**config.mk**
```make
export PLATFORM = sky130hd
export DESIGN_NAME = uart_tx_ctrl
export DESIGN_NICKNAME = d
export VERILOG_FILES = /design/src/rtl/uart_tx_ctrl.sv
export SDC_FILE = /design/constraint.sdc
export NUM_CORES = 1
export LEC_CHECK = 0
export CORE_UTILIZATION = 60
export CTS_CLUSTER_DIAMETER = 60
export DETAILED_ROUTE_END_ITERATION = 16
export PLACE_DENSITY = 0.85
export SLEW_MARGIN = 20
export SYNTH_ARGS = -nofsm -noshare
export SYNTH_HDL_FRONTEND = slang
export SYNTH_SLANG_ARGS = --single-unit
export TNS_END_PERCENT = 20
```
**constraint.sdc**
```tcl
create_clock -name clk -period 3.1 [get_ports clk]
set_input_delay 0.62 -clock clk [delete_from_list [all_inputs] [get_ports clk]]
set_output_delay 0.62 -clock clk [all_outputs]
set_load 0.03 [all_outputs]
```
**src/rtl/uart_tx_ctrl.sv**
```systemverilog
// Bus-programmable transmit controller: a 4-byte FIFO that feeds a UART transmitter,
// with a register map for status, control and sent-byte count, plus a level interrupt.
module uart_tx_ctrl (
  input  logic       clk,
  input  logic       rst_n,
  input  logic       wr_en,
  input  logic       rd_en,
  input  logic [1:0] addr,
  input  logic [7:0] wdata,
  output logic [7:0] rdata,
  output logic [7:0] tx_data,
  output logic       tx_valid,
  input  logic       tx_ready,
  output logic       irq
);

  localparam logic [1:0] ADDR_DATA   = 2'd0;
  localparam logic [1:0] ADDR_STATUS = 2'd1;
  localparam logic [1:0] ADDR_CTRL   = 2'd2;
  localparam logic [1:0] ADDR_SENT   = 2'd3;

  logic [7:0] mem [4];
  logic [1:0] rd_ptr;
  logic [1:0] wr_ptr;
  logic [2:0] level;
  logic [7:0] sent;
  logic       ovf;
  logic       en;
  logic       irq_en;

  logic       data_wr;
  logic       ctrl_wr;
  logic       sent_wr;
  logic       push;
  logic       drop;
  logic       pop;
  logic       empty;
  logic       full;
  logic [2:0] level_nxt;
  logic [7:0] sent_nxt;
  logic       ovf_nxt;
  logic       en_nxt;
  logic       irq_en_nxt;
  logic [7:0] status;
  logic [7:0] rd_mux;

  assign empty    = (level == 3'd0);
  assign full     = (level == 3'd4);
  assign tx_valid = en && !empty;
  assign tx_data  = mem[rd_ptr];

  always_comb begin
    data_wr    = wr_en && (addr == ADDR_DATA);
    ctrl_wr    = wr_en && (addr == ADDR_CTRL);
    sent_wr    = wr_en && (addr == ADDR_SENT);
    // Fullness is judged on the level at the start of the cycle, so a
    // concurrent pop never makes room for a write into a full FIFO.
    push       = data_wr && !full;
    drop       = data_wr && full;
    pop        = tx_ready && tx_valid;

    level_nxt = level;
    if (push && !pop)
      level_nxt = level + 3'd1;
    else if (pop && !push)
      level_nxt = level - 3'd1;

    sent_nxt = sent;
    if (sent_wr)
      sent_nxt = 8'h00;
    else if (pop)
      sent_nxt = sent + 8'd1;

    ovf_nxt = ovf;
    if (drop)
      ovf_nxt = 1'b1;
    else if (ctrl_wr && wdata[7])
      ovf_nxt = 1'b0;

    en_nxt     = ctrl_wr ? wdata[0] : en;
    irq_en_nxt = ctrl_wr ? wdata[1] : irq_en;

    status = {1'b0, level, ovf, tx_valid, empty, full};

    case (addr)
      ADDR_STATUS: rd_mux = status;
      ADDR_CTRL:   rd_mux = {6'b0, irq_en, en};
      ADDR_SENT:   rd_mux = sent;
      default:     rd_mux = 8'h00;
    endcase
  end

  always_ff @(posedge clk or negedge rst_n) begin
    if (!rst_n) begin
      for (int i = 0; i < 4; i++) mem[i] <= 8'h00;
      rd_ptr <= 2'd0;
      wr_ptr <= 2'd0;
      level  <= 3'd0;
      sent   <= 8'h00;
      ovf    <= 1'b0;
      en     <= 1'b0;
      irq_en <= 1'b0;
      rdata  <= 8'h00;
      irq    <= 1'b0;
    end else begin
      if (push) begin
        mem[wr_ptr] <= wdata;
        wr_ptr      <= wr_ptr + 2'd1;
      end
      if (pop)
        rd_ptr <= rd_ptr + 2'd1;
      level  <= level_nxt;
      sent   <= sent_nxt;
      ovf    <= ovf_nxt;
      en     <= en_nxt;
      irq_en <= irq_en_nxt;
      if (rd_en)
        rdata <= rd_mux;
      irq <= irq_en_nxt && ((level_nxt == 3'd0) || ovf_nxt);
    end
  end

endmodule

```
# --- Word-level counts from Yosys, hierarchy flattened ---
# Index checks and enable logic that the tools add are counted.
word_totals:
  ff_bits: 59
  latch_bits: 0
  ramBits: 0
  romBits: 0
  inputBits: 15
  out_inout_bits: 18
  wordCells: 62
  memories: 0
op_classes:
  add_sub_neg: 5
  mul: 0
  n_div: 0
  magnitude_cmp: 3
  n_eq_ne: 4
  shifts: 0
  mux: 14
  bitwise_logic: 2
  reduce_logical: 21
ops:
  columns: ["operator", "count"]
  rows:
  - ["two-way mux 8 bit", 5]
  - ["bitwise mux 32 bit", 1]
  - ["one-hot mux 8 bit (3 select lines)", 1]
  - ["binary-select mux 8 bit (select 2 bit)", 1]
  - ["demux 8 bit (select 2 bit)", 1]
  - ["logical AND 1 bit", 12]
  - ["adder 8 x 1 -> 8 bit (second input constant)", 1]
  - [">= comparator 3 bit (second input constant)", 2]
  - ["zero test 3 bit", 2]
  - ["two-way mux 3 bit", 2]
  - ["inverter 2 -> 3 bit", 2]
  - ["adder 2 x 1 -> 2 bit (second input constant)", 2]
  - ["equality test 2 bit (second input constant)", 2]
  - ["zero test 1 bit", 4]
  - ["adder 3 x 1 -> 3 bit (second input constant)", 1]
  - ["equality test 3 bit (second input constant)", 1]
  - ["less-than comparator 3 x 1 -> 1 bit (second input constant)", 1]
  - ["two-way mux 1 bit", 3]
  - ["subtractor 3 x 1 -> 3 bit (second input constant)", 1]
  - ["equality test 2 x 1 -> 1 bit (second input constant)", 1]
  - ["zero test 2 bit", 1]
  - ["nonzero test 2 bit", 1]
  - ["logical OR 1 bit", 1]

# --- Depth between registers and ports, before layout ---
# Gate-level depths: netlist (run 1).
logic_depth:
  ltp_word: 10
  depth_mapped: 9
  ltp_nobuf: 7

# --- Worst setup path before layout (run 1) ---
# Ideal clock, no wire load.
synth_path:
  path_kind: "reg2out"
  startpoint: "register rd_ptr[0]"
  endpoint: "output tx_data[0]"
  arrival_time_ps: 1198
  t_required_ps: 2480
  setup_slack_ps: 1282
  stages_incl_launch_ff: 3
  n_path_buf: 1
  cell_sequence: "dfrtp_1 buf_2 mux4_2"
synth_via:
  elab_chain_cells: 4
synth_lines:
  columns: ["element", "line_no", "source"]
  rows:
  - ["start: declaration", "23", "logic [1:0] rd_ptr;"]
  - ["start signal: assignment", "111", "rd_ptr <= rd_ptr + 2'd1;"]
  - ["inverter 2 -> 3 bit (not written as such)", "50", "assign tx_data = mem[rd_ptr];"]
  - ["binary-select mux 8 bit (select 2 bit)", "50", null]
  - ["two-way mux 8 bit (not written as such) (2 in series)", "50", null]
  - ["end: declaration", "11", "output logic [7:0] tx_data,"]
# No other way between the ends. The select of a mux whose other input is x is not followed.

# --- Final worst setup path (run 1) ---
layout_path:
  startpoint: "register rd_ptr[0]"
  endpoint: "output tx_data[1]"
# The elaborated chain is that of the path after synthesis.

==> results of run 1 <==
==> Yosys cell counts, types with 2 or more instances <==
cell      n
o21ai_0   5
o22ai_1   5
ha_1      8
xor2_1    6
inv_1    11
xnor2_1   7
nand4_1   4
nand2_8   4
mux4_2    8
mux2_2   30
nand2_1  15
dfrtp_1  59
nor2_1   10
mux2_4    4
buf_1     2
maj3_2    2
nand3_1   4
mux2i_1   6
a22oi_1   2
a21oi_1   3
==> state kept, by name, indices dropped and copies added (netlist names) <==
name,cells
ovf,1
wr_ptr,2
rdata,8
rd_ptr,2
mem,32
sent,8
en,1
irq,1
level,3
irq_en,1
==> through the flow <==
stage,worst slack (ns),std cells,hold WS [ns],utilization
2_1_floorplan,1.28,217,0.324,-
3_3_place_gp,0.555,298,0.483,0.723
3_5_place_dp,0.529,298,0.489,0.723
4_1_cts,0.203,314,0.203,0.770
5_1_grt,0.141,314,0.218,0.770
6_report,0.255,314,0.199,0.770
==> metal layers <==
layer | GRT usage | part of all wire | vias to the layer above
met3 | 0.0520 | 0.040 | 11
met2 | 0.379 | 0.47 | 48
met5 | 0 | 0 | -
met4 | 0.144 | 0.025 | 0
met1 | 0.326 | 0.47 | 901
li1 | - | - | 854
==> power by group through the flow <==
stage          clock (mW)  sequential [mW]  combinational (mW)
3_5_place_dp            0             1.33                1.37
6_report            0.744             1.32                1.38
5_1_grt             0.786             1.37                1.48
4_1_cts             0.756             1.32                1.38
2_1_floorplan           0             1.24                1.03
3_3_place_gp            0             1.32                1.34
==> kinds of logic after synthesis <==
kind of cell | Yosys count
AOI/OAI and AO/OA | 20
muxes | 48
and+or+nand+nor | 49
buffers and inverters | 18
xor gates and xnor gates | 13
DFF | 59
adders and majority gates | 10
==> area by class of cell <==
class | count | area share
clock buffers | 10 | 0.0371
well taps | 52 | 0.0189
clock inverters | 6 | 0.0232
flip-flops and latches | 59 | 0.429
repair buffers | 36 | 0.100
inverters | 11 | 0.0120
multi-input cells | 140 | 0.380
==> worst reg2reg max path, delay by kind of cell, from the launching register on <==
kind | cells | cell delay, ns
AND/OR/NAND/NOR | 2 | 0.52
flip-flops | 1 | 0.46
AO/OA/AOI/OAI | 2 | 0.42
adder cells (fa/ha/maj) | 1 | 0.26
XOR/XNOR | 1 | 0.24
buffers and inverters | 1 | 0.11
==> worst max path at each step <==
stage	to	cells past startpoint	slack (ns)
after floorplan	tx_data[0]	2	1.28
after global placement	mem[6]	6	0.56
after CTS	tx_data[1]	2	0.20
final	tx_data[1]	2	0.26
after global routing	tx_data[4]	2	0.14
after detailed placement	mem[31]	6	0.53
==> flow_summary.yaml, run 1 <==
routing:
  post_drt_wl_per_cell_um: 17.3
  drc_errors: 5
  wl_mm: 5.42
  drtIter0Drc: 150
  num_vias: 1814
  drtAntennaViolNets: 0
  first_pass_iters: 10
  viasPerCell: 5.78
layout:
  fill_cells: 277
  seq_area_sq_um: 1480
  final_cell_mix: "dfrtp_1 (59), clkdlybuf4s50_1 (31), mux2_2 (30), nand2_1 (15), inv_1 (11)"
  multi_input_area_sq_um: 1310
  num_antenna_cells: 0
  layout-drive-gt1-share: 0.282
  final_common_cell: "dfrtp_1"
  post-route-cell-area_sq_um: 3440
  nets: 280
  area_growth_pct: 19.6
yosys:
  syn_nets: 240
  synth_top_area_frac: 0.513
  synth-xor-area-share: 0.0395
  netlist_area_sq_um: 2880
  muxShareOfSynthArea: 0.222
  synth.ff_latch_count: 59
  async_flop_share: 1.00
  synth_area_leaders: "dfrtp_1 (51%), mux2_2 (12%), mux4_2 (6.3%), ha_1 (3.5%), nand2_8 (2.8%)"
  synthAdderAreaFrac: 0.0426
  synth_compound_area_frac: 0.0439
  synth.distinct_cells: 42
  synth_top_family_by_area: "multiplexers"
  synth_cells: 217
  synth_area_per_cell_sq_um: 13.3
  seq_area_frac_synth: 0.513
  yosys_warnings: 0
  yosys.area_share.simple: 0.107
  synth_flop_cell: "dfrtp_1"
  synth-edff-count: 0
  yosysTopAreaCell: "dfrtp_1"
pwr:
  p_sw_frac: 0.349
  p_seq_frac: 0.384
  clkPwrFrac: 0.216
  irDropWorstVdd_mv: 0.602
  combPwrFrac: 0.400
  cellLeakagePower_nw: 1.52
  switchingPower_mw: 1.20
  p_int_mw: 2.24
  total_power_mw: 3.44
  powerDensity_nw_per_um2: 999
critical_path:
  critPathTopFamily: "flip-flops"
  crit_required_ns: 2.48
  max_stage_delay_ns: 0.71
  crit_fanout: 10
  cp-startpoint: "rd_ptr[0]"
  critPathSlowestCell: "dfrtp_1"
  timing.reg2reg.setup_slack_ns: 0.95
  critPathLaunchType: "flip-flop"
  critPathKind: "flip-flop to output port"
  reg2regPathDepth: 7
  critical_path_arrival_ns: 2.22
  r2r_end: "irq"
  r2r_start: "level[0]"
  end_kind: "output port"
  critPathBufInv: 1
  crit_chain: "mux4_2 -> clkdlybuf4s50_1"
placed_design:
  dp_hpwl_mm: 3.69
  placed_area_sq_um: 3240
  place_congestion: 0.809
  io_buffers: 32
timing:
  tns_ns: 0
  relSlewSlack: 0.617
  finalHoldViolCount: 0
  fin_worst_skew_ns: 0.0113
  finalCritPeriodShare: 0.918
  worst_slew_pin_slew_ns: 0.574
  slew_viol_final: 0
  fmax_mhz: 352
  finalSetupViolations: 0
  rsz0062_at_grt: "no"
  fin_crit_ns: 2.84
clocking:
  cts.repair.resized: 0
  holdBufCountCts: 0
  clkTransAtPathRegs_ns: 0.07
  cts_setup_buffers: 0
  clkSinkCount: 59
  clk_latency_ns: 0.34
  cts_buffers: 9
  ctsHtreeMaxLevel: 3
  cts_tree: "yes"
  clock_path_buffers: 2
  cts-root-buf: "clkbuf_8"
floorplanning:
  num_rows: 24
  io_pins: 33
  die_area_sq_um: 5080
  fp.dieH_um: 71.3
  core-area_sq_um: 4470
  die_w_um: 71.3
  start_util: 0.643
grt:
  track_usage: 0.246
  grt_overflow: 0
  grt_max_degree: 25
  grt_first_pass_wirelength_mm: 9.20
  grt_pass1_vias: 1862
  antenna_found_initial: 0
status:
  violations: "DRC"
  status: "finished with violations"
min_path:
  hold_path.class: "input port to asynchronous set/reset pin"
run:
  maxCapViolCount: 0
(Power assumes the default switching activity.)
==> run 2: changes to the inputs <==
--- a/config.mk
+++ b/config.mk
@@ -5,10 +5,10 @@
 export SDC_FILE = /design/constraint.sdc
 export NUM_CORES = 1
 export LEC_CHECK = 0
-export CORE_UTILIZATION = 60
+export CORE_UTILIZATION = 50
 export CTS_CLUSTER_DIAMETER = 60
 export DETAILED_ROUTE_END_ITERATION = 16
-export PLACE_DENSITY = 0.85
+export PLACE_DENSITY = 0.75
 export SLEW_MARGIN = 20
 export SYNTH_ARGS = -nofsm -noshare
 export SYNTH_HDL_FRONTEND = slang
==> constraint.sdc (replaced) <==
create_clock -name clk -period 2.4 [get_ports clk]
set_input_delay 0.48 -clock clk [delete_from_list [all_inputs] [get_ports clk]]
set_output_delay 0.48 -clock clk [all_outputs]
set_load 0.03 [all_outputs]
==> run 2 against run 1 <==
The flow now finishes without violations. Setup slack worse by 0.16 ns. Worst hold slack worse by 0.034 ns. Register-to-register slack worse by 0.58 ns. Die area up 19%. Largest power group unchanged. Sequential power up 24%. Utilization down 14 points. Critical endpoint unchanged. Clock-buffer cell count up 3. Combinational power up 30%.
==> flow_summary.yaml, run 2 (synthesized netlist as in run 1, its figures left out) <==
status:
  status: "finished, final reports clean"
critical_path:
  critical_path_arrival_ns: 1.83
  max_stage_delay_ns: 0.51
  critPathBufInv: 2
  critPathLaunchType: "flip-flop"
  crit_chain: "buf_12 -> mux4_2 -> dlygate4sd2_1"
  crit_required_ns: 1.92
  critPathKind: "flip-flop to output port"
  critPathSlowestCell: "mux4_2"
  critPathTopFamily: "buffers and inverters"
  end_kind: "output port"
  crit_fanout: 8
pwr:
  combPwrFrac: 0.415
  p_int_mw: 2.80
  powerDensity_nw_per_um2: 1230
  cellLeakagePower_nw: 1.56
  p_seq_frac: 0.381
  p_sw_frac: 0.349
  irDropWorstVdd_mv: 0.656
  switchingPower_mw: 1.50
  clkPwrFrac: 0.204
  total_power_mw: 4.31
floorplanning:
  die_w_um: 77.9
  die_area_sq_um: 6070
  core-area_sq_um: 5540
  start_util: 0.520
  fp.dieH_um: 77.9
  num_rows: 27
  io_pins: 33
placed_design:
  place_congestion: 0.836
  dp_hpwl_mm: 3.59
  io_buffers: 32
clocking:
  cts-root-buf: "clkbuf_8"
  clk_latency_ns: 0.33
  cts_tree: "yes"
  cts_buffers: 9
  clkSinkCount: 59
  ctsHtreeMaxLevel: 3
  clock_path_buffers: 2
  clkTransAtPathRegs_ns: 0.06
timing:
  finalHoldViolCount: 0
  worst_slew_pin_slew_ns: 0.620
  slew_viol_final: 0
  rsz0062_at_grt: "no"
  fin_worst_skew_ns: 0.0100
  finalSetupViolations: 0
  fmax_mhz: 434
  relSlewSlack: 0.587
  finalCritPeriodShare: 0.961
  tns_ns: 0
  fin_crit_ns: 2.31
routing:
  drtIter0Drc: 95
  post_drt_wl_per_cell_um: 14.9
  wl_mm: 5.01
  drtAntennaViolNets: 0
  viasPerCell: 5.29
  num_vias: 1784
  first_pass_iters: 4
  drc_errors: 0
grt:
  grt_overflow: 0
  grt_pass1_vias: 1842
  grt_first_pass_wirelength_mm: 8.84
  grt_max_degree: 34
  track_usage: 0.195
  antenna_found_initial: 0
layout:
  nets: 284
  num_antenna_cells: 0
  seq_area_sq_um: 1480
  final_cell_mix: "dfrtp_1 (59), mux2_2 (30), clkdlybuf4s50_1 (22), nand2_1 (15)"
  biggestRegsByFlops: "mem (32), rdata (8), sent (8)"
  fill_cells: 434
  largest_reg_flops: 32
  area_growth_pct: 21.9
  layout-drive-gt1-share: 0.291
  max_flop_register: "mem"
  final_common_cell: "dfrtp_1"
  multi_input_area_sq_um: 1310
min_path:
  hold_path.class: "input port to asynchronous set/reset pin"
run:
  maxCapViolCount: 0
run 2: changes by cell type in the layout (fill, tap and decap cells not counted), sizes merged:
cell / change
buf: +4
bufinv: -1
clkbuf: +4
clkdlybuf4s50: -9
clkinv: -3
dlygate4sd2: +8
run 2: metal layers:
metal  GRT usage  vias up  wire length (um)
met3      0.0565        6               169
met1       0.257      887              2330
met4      0.0698        0                54
li1            -      860                 -
met2       0.306       31              2450
met5           0        -                 0
run 2: worst paths after layout:
path,endpoint,slack [ns],depth (start not counted),start
worst max-delay path,tx_data[1],0.09,3,rd_ptr[0]
worst min-delay path,mem[20],0.16,1,rst_n
worst max register to register,irq,0.37,7,level[1]
worst min register to register,mem[8],0.50,1,mem[8]
max in group asynchronous,rdata[2],1.64,2,rst_n
min in group clk,mem[8],0.50,1,mem[8]
run 2: power groups by stage:
stage               clock, mW  sequential, mW  combinational, mW
CTS                     0.911            1.64               1.81
detailed placement          0            1.66               1.91
finish                  0.880            1.64               1.79
global placement            0            1.65               1.88
global route            0.959            1.69               1.93
floorplan                   0            1.61               1.33
run 2: layout make-up:
| class | instances | share of cell area |
|---|---|---|
| multi-input cells | 140 | 0.373 |
| inverters | 11 | 0.0118 |
| clock buffers | 13 | 0.0453 |
| repair buffers | 40 | 0.113 |
| clock inverters | 2 | 0.00999 |
| flip-flops and latches | 59 | 0.421 |
| well taps | 72 | 0.0257 |
run 2: through the flow:
step / area, sq um / utilization / cells / hold slack (ns) / setup WS, ns
2_1_floorplan: 2880 / - / 217 / 0.184 / 0.656
3_3_place_gp: 3330 / 0.601 / 322 / 0.484 / 0.126
3_5_place_dp: 3330 / 0.601 / 322 / 0.490 / 0.0944
4_1_cts: 3510 / 0.634 / 337 / 0.171 / 0.0626
5_1_grt: 3510 / 0.633 / 337 / 0.202 / 0.0253
6_report: 3510 / 0.633 / 337 / 0.165 / 0.0938
run 2: repair_timing:
item                                    4_1_cts  5_1_grt
hold buffers                                  0        0
pin swaps                                     0        0
gates resized for setup                       9        2
buffers inserted                              0        0
endpoints found under the setup margin        9        1
==> patch 1, RTL diff (settings of run 2) <==
Make the reset (`rst_n`) synchronous in one clocked block.
--- a/src/rtl/uart_tx_ctrl.sv
+++ b/src/rtl/uart_tx_ctrl.sv
@@ -90,7 +90,7 @@
     endcase
   end
 
-  always_ff @(posedge clk or negedge rst_n) begin
+  always_ff @(posedge clk) begin
     if (!rst_n) begin
       for (int i = 0; i < 4; i++) mem[i] <= 8'h00;
       rd_ptr <= 2'd0;
Check against the original RTL: differs if rst_n is asserted again (counterexample within 4 cycles, from zero or initial values and one cycle with rst_n low); with rst_n held inactive, the same outputs for 10 cycles.
==> patch 1 against run 2 <==
  * Worst hold slack improved by 330 ps
  * Synthesized area down 0.83%
  * Sequential cell count up 2
  * Via count rose by 10%
  * Routed wire length is 17% higher
  * Clock skew is 2.8 ps lower
  * Worst setup slack better by 20 ps
  * Core utilization shrank 0.47 points
  * Maximum frequency grew 0.87%
  * Final area is 1.4% lower
  * Global-route usage rose by 2.0 points
Power is not compared: it rests on default switching activity, and its combinational part moved more than twofold at a synthesized area within 25%.
==> patch 1: results (changes against run 2) <==
| Metric | Value |
|---|---|
| Worst clock skew | 7.28 ps (-2.77 ps) |
| Crit path DAT | 1810 ps (-20 ps) |
| Crit-path max FO | 6 (-2) |
| Gr usage total | 0.215 (+0.0203) |
| Clock-cell share of area | 0.0571 (+0.00184) |
| First-pass GRT wire length | 9560 um (+8.1%) |
| Vias | 1967 (+10%) |
| Rel. slew slack | 0.687 (+0.100) |
| Worst setup path endpoint | tx_valid |
| Outcome | completed |
| Top FF cell, synth | edfxtp_1 |
| Synth top cells by count | 32 x edfxtp_1, 29 x dfxtp_1, 24 x nand2_1 |
| Metal3 WL | 243 um (+44%) |
| CP max-delay cell | dfxtp_1 |
| R2R Path End | mem[0][3]$_SDFFCE_PN0P_ |
| DRT met1 WL | 2670 um (+15%) |
| Critical path's largest stage delay | 430 ps (-80 ps) |
| Met2 routed WL | 2840 um (+16%) |
| GPL Wtd Cong | 0.786 (-6.0%) |
| Crit. Startpoint | level[1]$_SDFF_PN0_ |
| Part of the Yosys area used for sequential elements | 0.540 (+0.0271) |
| Placed wire-length estimate | 3960 um (+10%) |
| WL/cell | 15.7 um (+5.7%) |
| Fraction of layout cells with a size suffix above 1 | 0.147 (-0.144) |
| Multi-input gate area in the final layout | 1170 sq um (-10%) |
| Layout fillers | 439 (+1.2%) |
[patch 1: per-stage QoR]
step	hold slack [ps]	instances	setup slack, ps	instance area (sq um)	util
final	496	372	114	3460	0.628
after global placement	467	356	90.6	3270	0.594
after detailed placement	484	356	49.6	3270	0.594
after floorplan	469	253	58.1	2860	-
after global routing	514	372	7.58	3460	0.628
after CTS	493	372	88.7	3460	0.628
[patch 1: per-layer routing]
metal | global-route usage | up-vias
li1 | - | 961
met1 | 0.277 | 943
met2 | 0.342 | 54
met3 | 0.0506 | 9
met4 | 0.104 | 0
met5 | 0 | -
[patch 1: kinds of logic (layout without fill, tap and decap cells)]
group | after synthesis | count (layout) | share of synthesized area
AOI/OAI and AO/OA | 32 | 32 | 0.0780
xor gates and xnor gates | 14 | 14 | 0.0429
adders and majority gates | 4 | 4 | 0.0175
buffers and inverters | 28 | 75 | 0.0486
DFF | 61 | 61 | 0.540
muxes | 14 | 14 | 0.0841
and+or+nand+nor | 100 | 100 | 0.189
==> patch 2, RTL diff (settings of run 2) <==
Made on the original files. Put one more register stage on the output `irq`, with the module's reset. The value now appears one clock later. The other outputs are not delayed to match.
--- a/src/rtl/uart_tx_ctrl.sv
+++ b/src/rtl/uart_tx_ctrl.sv
@@ -18,6 +18,8 @@
   localparam logic [1:0] ADDR_STATUS = 2'd1;
   localparam logic [1:0] ADDR_CTRL   = 2'd2;
   localparam logic [1:0] ADDR_SENT   = 2'd3;
+
+  logic irq_s0;
 
   logic [7:0] mem [4];
   logic [1:0] rd_ptr;
@@ -101,7 +103,7 @@
       en     <= 1'b0;
       irq_en <= 1'b0;
       rdata  <= 8'h00;
-      irq    <= 1'b0;
+      irq_s0 <= 1'b0;
     end else begin
       if (push) begin
         mem[wr_ptr] <= wdata;
@@ -116,7 +118,15 @@
       irq_en <= irq_en_nxt;
       if (rd_en)
         rdata <= rd_mux;
-      irq <= irq_en_nxt && ((level_nxt == 3'd0) || ovf_nxt);
+      irq_s0 <= irq_en_nxt && ((level_nxt == 3'd0) || ovf_nxt);
+    end
+  end
+
+  always_ff @(posedge clk or negedge rst_n) begin
+    if (!rst_n) begin
+      irq <= '0;
+    end else begin
+      irq <= irq_s0;
     end
   end
 
Behaviour: not the same (a bounded check fails within 4 cycles, from zero or initial values and one cycle with rst_n low).
==> patch 2 against run 2 <==
  * Final area increased by 4.3%
  * Worst setup slack improved by 18 ps
  * Synthesized area increased by 5.2%
  * Combinational power increased by 9%
  * Synthesized cell count increased by 0.46%
  * Sequential power increased by 4%
  * Sequential cell count increased by 1
  * First-iteration DRC count decreased by 8.4%
  * Global-route usage increased by 0.73 points
  * Total power increased by 6.3%
  * Clock skew decreased by 6.6 ps
  * Routed wire length increased by 11%
  * Final cell count increased by 0.30%
==> patch 2: results (changes against run 2) <==
| Metric | Value |
|---|---|
| First-pass GRT wire length | 9330 um (+5.5%) |
| Register-to-Register Setup Slack | 460 ps (+90 ps) |
| GPL Wtd Cong | 0.805 (-3.6%) |
| WL/cell | 16.4 um (+10%) |
| Gr usage total | 0.202 (+0.00734) |
| Vias in the first global route | 1877 (+1.9%) |
| R2R depth | 8 (+1) |
| Post-DP Area | 3470 sq um (+4.3%) |
| Crit path DAT | 1810 ps (-20 ps) |
| Syn nets | 241 (+0.42%) |
| Worst clock skew | 3.42 ps (-6.63 ps) |
| Worst setup path endpoint | tx_data[7] |
| Initial DRC count | 87 (-8.4%) |
| Outcome | completed |
| Placed wire-length estimate | 3700 um (+3.2%) |
| Largest net degree at the start of global routing | 61 (+79%) |
| Fin cells | 338 (+0.30%) |
| Worst-margin pin slew | 455 ps (-165 ps) |
| Vias | 1770 (-0.78%) |
| VDD IR max | 0.000657 V (about the same) |
| Fraction of layout cells with a size suffix above 1 | 0.297 (+0.00643) |
| Place WS | 160 ps (+65.3 ps) |
| R2R Path End | irq_s0$_DFF_PN0_ |
| Part of the Yosys area used for sequential elements | 0.496 (-0.0170) |
| Synth top cells by count | 60 x dfrtp_1, 32 x mux2_4, 15 x nand2_1 |
patch 2: how the worst min path moves through the flow:
stage               slack, ps             endpoint  cells after the start
floorplan                 180       en$_DFFE_PN0N_                      0
global placement          360        irq$_DFF_PN0_                      0
detailed placement        350        irq$_DFF_PN0_                      0
CTS                       140  sent[0]$_DFFE_PN0P_                      2
global route              160  sent[0]$_DFFE_PN0P_                      2
finish                    140  mem[13]$_DFFE_PN0P_                      2
patch 2: critical path: stages, from the launching register on:
cell	delay [ps]
dfrtp_1	430
buf_12	170
mux4_2	510
dlygate4sd2_1	370
patch 2: repair_timing:
action / CTS / global route
pin swaps: 0 / 0
endpoints found under the setup margin: 9 / 1
gates resized for setup: 9 / 2
patch 2: power breakdown:
| group | total, mW | internal, mW | switching, mW |
|---|---|---|---|
| clock | 0.928 | 0.533 | 0.395 |
| sequential | 1.70 | 1.40 | 0.295 |
| combinational | 1.95 | 1.03 | 0.922 |
| total | 4.58 | 2.97 | 1.61 |
patch 2: routing by layer:
metal,GRT usage,routed length [um],part of all wire,vias to the layer above
met1,0.285,2800,0.50,872
li1,-,-,-,855
met5,0,0,0,-
met3,0.0560,201,0.036,11
met2,0.291,2440,0.44,32
met4,0.0857,101,0.018,0
patch 2: kinds of logic (layout without fill, tap and decap cells):
group,after synthesis,after routing,synth area share
xor+xnor,13,13,0.0376
buf+inv,18,66,0.0306
fa+ha+maj,10,10,0.0405
mux,48,48,0.245
compound gates,20,20,0.0417
flops,60,60,0.496
simple gates,49,49,0.108
patch 2: area by class of cell:
cell class | count | area, sq um
Timing Repair Buffer | 39 | 390
Multi-Input combinational cell | 140 | 1430
Clock buffer | 12 | 155
Tap cell | 72 | 90.1
Fill cell | 425 | 2020
Clock inverter | 4 | 47.5
Inverter | 11 | 41.3
Sequential cell | 60 | 1500
